### src/rtl/fetch_stage.sv
// Instruction-fetch stage: owns the program counter and drives the instruction-memory address.
// The PC either advances by PC_INC or loads the branch target on every non-reset rising edge.

module fetch_next_pc_mux #(
   parameter int unsigned N = 64
) (
   input  logic         i_sel,
   input  logic [N-1:0] i_seq,
   input  logic [N-1:0] i_branch,
   output logic [N-1:0] o_next
);
   assign o_next = i_sel ? i_branch : i_seq;
endmodule

module fetch_pc_adder #(
   parameter int unsigned N      = 64,
   parameter int unsigned PC_INC = 4
) (
   input  logic [N-1:0] i_pc,
   output logic [N-1:0] o_pc_inc
);
   // Unsigned modulo-2^N add; carry out of the top bit is simply dropped.
   assign o_pc_inc = i_pc + N'(PC_INC);
endmodule

module fetch_pc_reg #(
   parameter int unsigned N = 64
) (
   input  logic         clk,
   input  logic         reset,
   input  logic [N-1:0] i_d,
   output logic [N-1:0] o_q
);
   logic [N-1:0] r_pc;

   // NOTE: state is written with non-blocking assignments so every flop samples pre-edge values.
   always_ff @(posedge clk or posedge reset) begin
      if (reset) r_pc <= '0;
      else       r_pc <= i_d;
   end

   assign o_q = r_pc;
endmodule

module fetch_stage #(
   parameter int unsigned N      = 64,
   parameter int unsigned PC_INC = 4
) (
   input  logic         PCSrc_F,
   input  logic         clk,
   input  logic         reset,
   input  logic [N-1:0] PCBranch_F,
   output logic [N-1:0] imem_addr_F
);
   logic [N-1:0] w_pc;
   logic [N-1:0] w_pc_plus;
   logic [N-1:0] w_next_pc;

   fetch_pc_adder #(.N(N), .PC_INC(PC_INC)) u_adder (
      .i_pc     (w_pc),
      .o_pc_inc (w_pc_plus)
   );

   fetch_next_pc_mux #(.N(N)) u_mux (
      .i_sel    (PCSrc_F),
      .i_seq    (w_pc_plus),
      .i_branch (PCBranch_F),
      .o_next   (w_next_pc)
   );

   fetch_pc_reg #(.N(N)) u_pc (
      .clk   (clk),
      .reset (reset),
      .i_d   (w_next_pc),
      .o_q   (w_pc)
   );

   assign imem_addr_F = w_pc;
endmodule

### config.mk
export PLATFORM = sky130hd
export DESIGN_NAME = fetch_stage
export DESIGN_NICKNAME = d
export VERILOG_FILES = /design/src/rtl/fetch_stage.sv
export SDC_FILE = /design/constraint.sdc
export NUM_CORES = 1
export LEC_CHECK = 0
export ABC_AREA = 1
export BUFFER_PORTS_ARGS = -buffer_cell sky130_fd_sc_hd__buf_2
export CAP_MARGIN = 5
export CORE_MARGIN = 8
export CORE_UTILIZATION = 40
export DETAILED_ROUTE_END_ITERATION = 8
export MAX_ROUTING_LAYER = met4
export REMOVE_ABC_BUFFERS = 1
export SYNTH_ARGS = -nofsm -noshare
export SYNTH_HDL_FRONTEND = slang
export SYNTH_SLANG_ARGS = --single-unit
export TNS_END_PERCENT = 5
### constraint.sdc
create_clock -name clk -period 2.2 [get_ports clk]
set_input_delay 0.22 -clock clk [delete_from_list [all_inputs] [get_ports clk]]
set_output_delay 0.22 -clock clk [all_outputs]
set_load 0.005 [all_outputs]
==> impl_metrics.yaml <==
critical_path:
  arrival_ps: 2150
  r2r_cells: 8
  cp-endpoint: "u_pc.o_q[46]"
  worst_setup_path_end_kind: "flop"
  crit_fanout: 5
  reg2reg_slack_ps: 290
  reg2reg_to: "u_pc.o_q[46]"
  cp-start-kind: "flop"
  crit_type: "flop to flop"
  r2r-start: "u_pc.o_q[3]"
  startpoint: "u_pc.o_q[3]"
  cp.required_ps: 2450
clock_network:
  cts_resized: 0
  cts_root_buf: "clkbuf_8"
  insertion_delay_ps: 360
  clock_path_buffers: 2
  cts_tree: "yes"
  cts_buffers: 9
  h-tree-depth: 3
  clk_pin_slew_ps: 80
  cts.sink_count: 64
yosys:
  syn_inst: 676
  yosysWarnings: 0
  synthDominantCellAreaShare_pct: 36.7
  synth_area_leaders: "dfrtp_1, nand2_1, nor2_1"
  seq_area_frac_synth_pct: 36.7
  synth.avg_cell_area_um2: 6.46
  yosysUniqueCellTypes: 20
  syn_area_mm2: 0.00437
  synth_top_area_cell: "dfrtp_1"
  synth-seq-cells: 64
placement:
  gp_congestion: 0.938
  hpwl_um: 12900
  placed_cell_area_mm2: 0.00521
  portBuffers: 130
pwr:
  p_clk_share_pct: 31.9
  p_sw_share_pct: 33.2
  fin_total_pwr_uw: 2950
  p_leak_uw: 0.00277
  switching_power_uw: 980
  max-vdd-ir-drop_v: 0.000379
  seqPwrFrac_pct: 48.6
  power_density_mw_per_mm2: 549
  p_int_uw: 1970
  combinationalPowerShare_pct: 19.4
floorplan:
  ios: 131
  core_area_mm2: 0.0107
  die_y_um: 121
  die_area_mm2: 0.0145
  rows: 38
  initial_core_util_pct: 40.7
  die_x_um: 121
detailed_routing:
  drt_iter0_drc: 313
  drt_pass1_iterations: 5
  ant_nets: 0
  vias: 4711
  drc_errors: 0
  viasPerCell: 4.93
  routed_wl_um: 16100
  wl_per_cell_um: 16.8
sta:
  rsz0062_at_grt: "no"
  setup_tns_ps: 0
  fin_crit_ps: 1910
  tightest_slew_ps: 477
  slew_headroom_pct: 68.2
  final.period_utilization_pct: 86.6
  setup_viol: 0
  finClkSkew_ps: 11.7
  hold_viol_final: 0
  fmax_mhz: 525
  report.final.slew_viol_count: 0
global_route:
  grt_pass1_vias: 4516
  grt-ovfl-total: 0
  antenna_found_initial: 0
  grt_max_degree: 90
  grt.total_usage_pct: 22.9
  grt_first_pass_wirelength_um: 24900
layout:
  final_util_pct: 50.1
  diodes: 0
  largest_register_ffs: 64
  fillers: 1163
  nNetsFinal: 878
  synthToLayoutAreaGrowth_pct: 23.2
  finalInstanceArea_mm2: 0.00538
  drive_gt1_share_pct: 21.7
min_path:
  hold_path_class: "primary input to flop"
flow_run:
  max-cap-violations: 0
status:
  status: "finished, final reports clean"
worst max-delay path, cell delays in order (launching register included):
cell,delay (ps)
dfrtp_1,410
ha_1,300
inv_1,110
nor2_4,180
nand3_1,150
nor2_1,370
nand3_1,120
nand3_1,100
nand2_1,50
cells in the final DEF, fill, tap and decap left out, drive strengths merged, types with 2 or more instances in the layout:
cell	count
nand2	290
nand3	51
inv	54
o21ai	32
nor2	119
xnor2	11
o21bai	16
clkbuf	13
dfrtp	64
nand4	7
buf	136
clkinv	2
xor2	14
a21oi	3
how the worst min path moves through the flow:
stage | start | endpoint | slack [ps] | depth (start not counted)
final | PCBranch_F[52] | u_pc.o_q[52] | 50 | 3
after CTS | PCBranch_F[62] | u_pc.o_q[62] | 60 | 3
after floorplan | PCSrc_F | u_pc.o_q[20] | 310 | 1
after global placement | reset | u_pc.o_q[1] | 100 | 2
after detailed placement | reset | u_pc.o_q[45] | 100 | 2
after global routing | PCBranch_F[56] | u_pc.o_q[56] | 70 | 3
synthesized netlist by cell type, drive strengths merged:
cell type,n
dfrtp,64
buf,5
clkbuf,9
a21oi,3
nand4,7
nand2,290
xnor2,11
inv,54
o21bai,16
nand3,51
o21ai,32
nor2,119
ha,1
xor2,14
metal layers:
metal  wire length (um)  share of wire (%)  GRT usage, %  vias to the layer above
met5                  0                  0             -                        -
met4                182                1.1          6.56                        0
met3                722                4.5          2.94                       14
met2               7250                 45          34.3                      138
met1               7920                 49          31.6                     2184
li1                   -                  -             -                     2375
power by group through the flow:
stage               clock network, uW  registers (uW)  logic (uW)
global placement                    0            1450         573
floorplan                           0            1430         273
global route                      999            1450         650
detailed placement                  0            1460         579
finish                            944            1440         574
CTS                               948            1430         583
area by class of cell:
class | instances | area [um^2] | area share (%)
Multi-Input combinational cell | 544 | 2510 | 46.6
Sequential cell | 64 | 1600 | 29.8
Timing Repair Buffer | 137 | 731 | 13.6
Inverter | 54 | 203 | 3.77
Tap cell | 140 | 175 | 3.25
Clock buffer | 13 | 149 | 2.77
Clock inverter | 3 | 17.5 | 0.325
stage by stage:
stage	worst slack, ps	std cells	hold slack (ps)
global route	142	955	65.1
floorplan	382	662	311
detailed placement	376	938	98.4
CTS	362	955	55.1
global placement	410	938	98.9
finish	294	955	51.6
cell families (layout without fill, tap and decap cells):
family | Yosys count | count (layout) | share of synthesized area (%)
simple gates | 467 | 467 | 45.3
flops | 64 | 64 | 36.7
fa+ha+maj | 1 | 1 | 0.286
buf+inv | 68 | 207 | 5.98
compound gates | 51 | 51 | 6.76
xor+xnor | 25 | 25 | 5.01
what timing repair did:
item | 4_1_cts | 5_1_grt
setup endpoints to repair | 0 | 0
hold buffers | 1 | 0
setup buffers | 0 | 0
hold endpoints to repair | 3 | 0
Note: power is estimated with default switching activity, not from simulation.
